==> src/rtl/pulse_seq_pkg.sv <==
// ============================================================================
// pulse_seq_pkg : shared types and constants for the pulse sequencer
// Revision      : 1.0 - initial release
// ============================================================================
`default_nettype none

package pulse_seq_pkg;

   localparam int DEF_AW = 12;
   localparam int DEF_TW = 16;

   localparam logic [2:0] PH_IDLE  = 3'd0;
   localparam logic [2:0] PH_DELAY = 3'd1;
   localparam logic [2:0] PH_RISE  = 3'd2;
   localparam logic [2:0] PH_HIGH  = 3'd3;
   localparam logic [2:0] PH_FALL  = 3'd4;
   localparam logic [2:0] PH_LOW   = 3'd5;

   typedef enum logic [2:0] {
      S_IDLE  = PH_IDLE,
      S_DELAY = PH_DELAY,
      S_RISE  = PH_RISE,
      S_HIGH  = PH_HIGH,
      S_FALL  = PH_FALL,
      S_LOW   = PH_LOW
   } state_t;

endpackage

`default_nettype wire

==> src/rtl/pulse_ramp.sv <==
// ============================================================================
// pulse_ramp : one saturating ramp step toward a limit (up or down)
// Revision   : 1.0 - initial release
// ============================================================================
`default_nettype none

module pulse_ramp
   import pulse_seq_pkg::*;
#(
   parameter int AW = DEF_AW
) (
   input  logic          i_down,
   input  logic [AW-1:0] i_level,
   input  logic [AW-1:0] i_step,
   input  logic [AW-1:0] i_limit,
   output logic [AW-1:0] o_next,
   output logic          o_at_limit
);

   logic [AW:0]   w_sum;
   logic [AW:0]   w_dif;
   logic [AW-1:0] w_next;

   // One extra bit so that overflow and underflow are visible before clamping
   assign w_sum = {1'b0, i_level} + {1'b0, i_step};
   assign w_dif = {1'b0, i_level} - {1'b0, i_step};

   always_comb begin
      w_next = i_limit;
      if (i_step == '0) begin
         w_next = i_limit;
      end else if (!i_down) begin
         if (w_sum < {1'b0, i_limit}) w_next = w_sum[AW-1:0];
      end else begin
         if (!w_dif[AW] && (w_dif > {1'b0, i_limit})) w_next = w_dif[AW-1:0];
      end
   end

   assign o_next     = w_next;
   assign o_at_limit = (w_next == i_limit);

endmodule

`default_nettype wire

==> src/rtl/pulse_sequencer.sv <==
// ============================================================================
// pulse_sequencer : trapezoidal pulse-train generator (delay/rise/high/fall/low)
// Option macro    : PULSE_SEQ_EXT_TRIG_EN adds input trig gating the LOW exit
// Revision        : 1.0 - initial release
// ============================================================================
`default_nettype none

module pulse_sequencer
   import pulse_seq_pkg::*;
#(
   parameter int AW = DEF_AW,
   parameter int TW = DEF_TW
) (
   input  logic          clk,
   input  logic          rst,
   input  logic          start,
   input  logic          stop,
   input  logic [TW-1:0] td,
   input  logic [TW-1:0] th,
   input  logic [TW-1:0] tl,
   input  logic [AW-1:0] iv,
   input  logic [AW-1:0] pv,
   input  logic [AW-1:0] rise_step,
   input  logic [AW-1:0] fall_step,
   input  logic [TW-1:0] n_pulses,
`ifdef PULSE_SEQ_EXT_TRIG_EN
   input  logic          trig,
`endif
   output logic [AW-1:0] level,
   output logic [2:0]    phase,
   output logic          busy,
   output logic          done,
   output logic          cfg_err
);

   state_t        r_state;
   logic [AW-1:0] r_level;
   logic [AW-1:0] r_iv;
   logic [AW-1:0] r_pv;
   logic [AW-1:0] r_rs;
   logic [AW-1:0] r_fs;
   logic [TW-1:0] r_th;
   logic [TW-1:0] r_tl;
   logic [TW-1:0] r_n;
   logic [TW-1:0] r_tmr;
   logic [TW-1:0] r_cnt;
   logic          r_stop;
   logic          r_done;
   logic          r_cfg_err;
`ifdef PULSE_SEQ_EXT_TRIG_EN
   logic          r_wait;
`endif

   logic          w_down;
   logic [AW-1:0] w_step;
   logic [AW-1:0] w_limit;
   logic [AW-1:0] w_next;
   logic          w_at_lim;
   logic          w_last;
   logic          w_stop_any;

   assign w_down     = (r_state == S_FALL);
   assign w_step     = w_down ? r_fs : r_rs;
   assign w_limit    = w_down ? r_iv : r_pv;
   assign w_last     = (r_n != '0) && ((r_cnt + TW'(1)) == r_n);
   assign w_stop_any = stop | r_stop;

   pulse_ramp #(.AW(AW)) u_ramp (
      .i_down     (w_down),
      .i_level    (r_level),
      .i_step     (w_step),
      .i_limit    (w_limit),
      .o_next     (w_next),
      .o_at_limit (w_at_lim)
   );

   always_ff @(posedge clk) begin
      if (rst) begin
         r_state   <= S_IDLE;
         r_level   <= '0;
         r_iv      <= '0;
         r_pv      <= '0;
         r_rs      <= '0;
         r_fs      <= '0;
         r_th      <= '0;
         r_tl      <= '0;
         r_n       <= '0;
         r_tmr     <= '0;
         r_cnt     <= '0;
         r_stop    <= 1'b0;
         r_done    <= 1'b0;
         r_cfg_err <= 1'b0;
`ifdef PULSE_SEQ_EXT_TRIG_EN
         r_wait    <= 1'b0;
`endif
      end else begin
         r_done    <= 1'b0;
         r_cfg_err <= 1'b0;
         // Later assignments in the run-end branches clear this again
         if (stop && (r_state != S_IDLE)) r_stop <= 1'b1;

         case (r_state)
            S_IDLE: begin
               if (start) begin
                  if (pv < iv) begin
                     r_cfg_err <= 1'b1;
                  end else begin
                     r_iv    <= iv;
                     r_pv    <= pv;
                     r_rs    <= rise_step;
                     r_fs    <= fall_step;
                     r_th    <= th;
                     r_tl    <= tl;
                     r_n     <= n_pulses;
                     r_level <= iv;
                     r_cnt   <= '0;
                     r_stop  <= stop;
                     if (td != '0) begin
                        r_state <= S_DELAY;
                        r_tmr   <= td;
                     end else begin
                        r_state <= S_RISE;
                     end
                  end
               end
            end

            S_DELAY: begin
               if (stop) begin
                  r_state <= S_IDLE;
                  r_done  <= 1'b1;
                  r_stop  <= 1'b0;
                  r_level <= r_iv;
               end else if (r_tmr == TW'(1)) begin
                  r_state <= S_RISE;
               end else begin
                  r_tmr <= r_tmr - TW'(1);
               end
            end

            S_RISE: begin
               r_level <= w_next;
               if (w_at_lim) begin
                  if (r_th != '0) begin
                     r_state <= S_HIGH;
                     r_tmr   <= r_th;
                  end else begin
                     r_state <= S_FALL;
                  end
               end
            end

            S_HIGH: begin
               if (r_tmr == TW'(1)) r_state <= S_FALL;
               else                 r_tmr   <= r_tmr - TW'(1);
            end

            S_FALL: begin
               r_level <= w_next;
               if (w_at_lim) begin
                  r_cnt <= r_cnt + TW'(1);
                  if (w_last || w_stop_any) begin
                     r_state <= S_IDLE;
                     r_done  <= 1'b1;
                     r_stop  <= 1'b0;
                  end else begin
`ifdef PULSE_SEQ_EXT_TRIG_EN
                     r_state <= S_LOW;
                     r_tmr   <= r_tl;
                     r_wait  <= (r_tl == '0);
`else
                     if (r_tl != '0) begin
                        r_state <= S_LOW;
                        r_tmr   <= r_tl;
                     end else begin
                        r_state <= S_RISE;
                     end
`endif
                  end
               end
            end

            S_LOW: begin
`ifdef PULSE_SEQ_EXT_TRIG_EN
               // trig only counts once the low time has fully elapsed
               if (!r_wait) begin
                  if (r_tmr == TW'(1)) r_wait <= 1'b1;
                  else                 r_tmr  <= r_tmr - TW'(1);
               end else if (w_stop_any) begin
                  r_state <= S_IDLE;
                  r_done  <= 1'b1;
                  r_stop  <= 1'b0;
               end else if (trig) begin
                  r_state <= S_RISE;
               end
`else
               if (r_tmr == TW'(1)) r_state <= S_RISE;
               else                 r_tmr   <= r_tmr - TW'(1);
`endif
            end

            default: r_state <= S_IDLE;
         endcase
      end
   end

   assign level   = r_level;
   assign phase   = r_state;
   assign busy    = (r_state != S_IDLE);
   assign done    = r_done;
   assign cfg_err = r_cfg_err;

endmodule

`default_nettype wire
==> config.mk <==
export PLATFORM = sky130hd
export DESIGN_NAME = pulse_sequencer
export DESIGN_NICKNAME = d
export VERILOG_FILES = /design/src/rtl/pulse_seq_pkg.sv /design/src/rtl/pulse_ramp.sv /design/src/rtl/pulse_sequencer.sv
export SDC_FILE = /design/constraint.sdc
export NUM_CORES = 1
export LEC_CHECK = 0
export CAP_MARGIN = 20
export CORE_MARGIN = 1
export CORE_UTILIZATION = 40
export CTS_BUF_LIST = sky130_fd_sc_hd__clkbuf_16
export DETAILED_ROUTE_END_ITERATION = 8
export REMOVE_ABC_BUFFERS = 1
export SYNTH_ARGS = -nofsm -noshare
export SYNTH_HDL_FRONTEND = slang
export SYNTH_SLANG_ARGS = --single-unit
==> constraint.sdc <==
create_clock -name clk -period 14 [get_ports clk]
set_clock_uncertainty 0.15 [all_clocks]
set_input_delay 2.8 -clock clk [delete_from_list [all_inputs] [get_ports clk]]
set_output_delay 2.8 -clock clk [all_outputs]
set_load 0.05 [all_outputs]
==> results_dict.tcl <==
set metrics [dict create \
    grt_pass1_wl_mm 56.6 \
    start_util_pct 41.3 \
    post-cts-setup-buffer-count 0 \
    insertion_delay_ps 440 \
    setup-tns-final_ps 0 \
    synthArstFlopShare_pct 0 \
    ioPinCount 134 \
    yosys_warnings 0 \
    place.gp.congestion 0.958 \
    slowest_delay_ps 660 \
    netlist_instances 1396 \
    slew_headroom_pct 44.8 \
    numPortBuffers 133 \
    syn_area_sq_mm 0.0105 \
    synth.most_common_cell "nand2_1" \
    route.met2.wl_mm 15.8 \
    critPathBufInv 2 \
    peakVddDrop_uv 60.8 \
    antenna_found_initial 1 \
    power_per_cell_area_mw_per_mm2 123 \
    critPathArrivalTime_ps 7570 \
    synthTopCellsByCount "nand2_1 (286), a21oi_1 (171), dfxtp_1 (146)" \
    grtUsageTotal_pct 27.2 \
    cts_hold_buf 0 \
    yosys.area.top_type_share_pct 27.8 \
    maxCapViolCount 0 \
    tritoncts "yes" \
    setup_viol_count_final 0 \
    tightestPinTransition_ps 829 \
    hold_depth 2 \
    coreArea_sq_mm 0.0255 \
    ys_top_cells_by_area "dfxtp_1 (28%), nand2_1 (10%), a21oi_1 (8.1%)" \
    cts_resized 0 \
    place_inst 1789 \
    period_share_pct 52.6 \
    dr_wl_met3_mm 2.59 \
    nets 1659 \
    seq_area_frac_synth_pct 27.8 \
    highest_layer "met5" \
    wl_per_cell_um 19.6 \
    worstSetupPathType "flop to flop" \
    drc 0 \
    r2r_end "r_cnt[7]" \
    hold_viol 0 \
    area_growth_pct 20.0 \
    endpoint_kind "flop" \
    hold_end "r_pv[6]" \
    antenna_left 0 \
    worstHoldPathType "flop to flop" \
    yosysTopAreaCell "dfxtp_1" \
    post-route-min-period_ps 7370 \
    die_height_um 164 \
    fmax_ghz 0.136 \
    start_kind "flop" \
    power.total_w 0.00156 \
    num_vias 10700 \
    slew_violations 0 \
    timing.rr.start "phase[1]" \
    wl_met1_mm 16.4 \
    synth_seq_cells 146 \
    fin_cells 1822 \
    num_rows 58 \
    drive_above_1_share_pct 6.37 \
    synth_ff_type "dfxtp_1" \
    cp_cell_sequence "or3b_1, buf_4, mux2i_1, inv_1, ha_1, fa_1, a21o_1, a221o_1, and4_1, or3_1, ha_1, nand2_1, nor3_1, o31ai_1, a21oi_1, or2_0, o211ai_1, and4_1, nor3_1, nand3_2, or3_1, o211ai_1" \
    clk_path_buf_depth 2 \
    drt_wl_total_mm 35.8 \
    die_area_sq_mm 0.0270 \
    cts_root_buf "clkbuf_16" \
    clk_pin_slew_worst_paths_ps 70 \
    post-dp-hpwl_mm 26.7 \
    synth_edf_count 0 \
    synth.avg_cell_area_sq_um 7.54 \
    firstDrtPassIters 6 \
    required_ps 14200 \
    grt_pass1_vias 10100 \
    globalRouteOverflowTotal 0 \
    grt_max_degree 75 \
    fp.dieW_um 164 \
    rsz0062_at_grt "no" \
    antenna_cells 0 \
    p_leak_nw 4.75 \
    drt_iter0_drc 841 \
    ff2ff_path_depth 22 \
    synth.distinct_cells 94 \
    reg2reg_slack_ps 6630 \
    cts_sinks 146 \
    hp-start "r_pv[6]" \
    cp_top_family "simple AND/OR/NAND/NOR gates" \
    via_per_inst 5.86 \
    cts-htree-levels 4 \
    status "finished clean" \
    crit_fanout 19 \
    crit_path_top_delay_cell "or3b_1" \
    numCtsBuffers 17 \
]
[kinds of logic after synthesis]
kind of cell,Yosys count,synth area share (%)
XOR/XNOR,68,6.05
flip-flops,146,27.8
multiplexers,35,3.75
AO/OA/AOI/OAI,415,26.0
AND/OR/NAND/NOR,535,23.5
adder cells (fa/ha/maj),64,7.75
buffers and inverters,133,5.19
[worst min-delay path: cells and delay by family, from the launching register on]
kind            cells  cell delay [ps]
flops               1              310
simple gates        1               50
compound gates      1               50
[how the worst max path moves through the flow]
stage,cells past startpoint,slack (ps),endpoint,start
6_report,22,6630,r_cnt[7],phase[1]
3_5_place_dp,22,6800,r_cnt[7],phase[1]
5_1_grt,22,6080,r_cnt[7],phase[1]
3_3_place_gp,22,6960,r_cnt[7],phase[1]
2_1_floorplan,20,5730,r_cnt[5],phase[2]
4_1_cts,22,6730,r_cnt[7],phase[1]
[power breakdown]
| group | total [W] | leakage (nW) | internal (W) | switching (W) |
|---|---|---|---|---|
| registers | 0.000476 | 1.19 | 0.000442 | 0.0000338 |
| logic | 0.000621 | 3.28 | 0.000245 | 0.000376 |
| clock network | 0.000458 | 0.281 | 0.000236 | 0.000222 |
[placed cells by master, fill, tap and decap left out, types with 22 or more instances in the layout]
cell type / synthesis / layout
a21oi_1: 171 / 171
clkdlybuf4s50_1: 0 / 132
dfxtp_1: 146 / 145
ha_1: 62 / 62
inv_1: 46 / 46
mux2i_1: 24 / 24
nand2_1: 286 / 286
nand3_1: 23 / 22
nand4_1: 22 / 22
nor2_1: 73 / 73
nor3_1: 27 / 27
nor4_1: 31 / 31
o21ai_0: 50 / 50
xnor2_1: 40 / 40
xor2_1: 25 / 25
[final cells by class]
cell class	count	area, sq um
flip-flops and latches	146	2920
clock buffers	17	425
multi-input cells	1117	7080
inverters	49	184
well taps	330	413
repair buffers	148	1460
fillers	2571	12800
clock inverters	15	140
[state kept, by name, summed over array words and instances, names as in the netlist]
name and count:
phase 3, r_n 16, r_tl 16, r_tmr 16
r_fs 12, done 1, r_cnt 16, r_rs 12
r_stop 1, level 12, r_th 16, cfg_err 1
r_iv 12, r_pv 12
[metrics by stage]
step	worst slack (ps)	hold WS [ps]	utilization [%]	area [sq um]
floorplan	5730	280	-	10200
finish	6630	310	49.6	12600
global placement	6960	293	47.2	12000
CTS	6730	314	49.5	12600
global route	6080	336	49.6	12600
detailed placement	6800	305	47.3	12100
[routing by layer]
metal / global-route usage (%) / up-vias
li1: - / 5228
met1: 37.0 / 5001
met2: 42.1 / 393
met3: 5.93 / 61
met4: 9.05 / 2
met5: 0 / -
(Power assumes the default switching activity.)
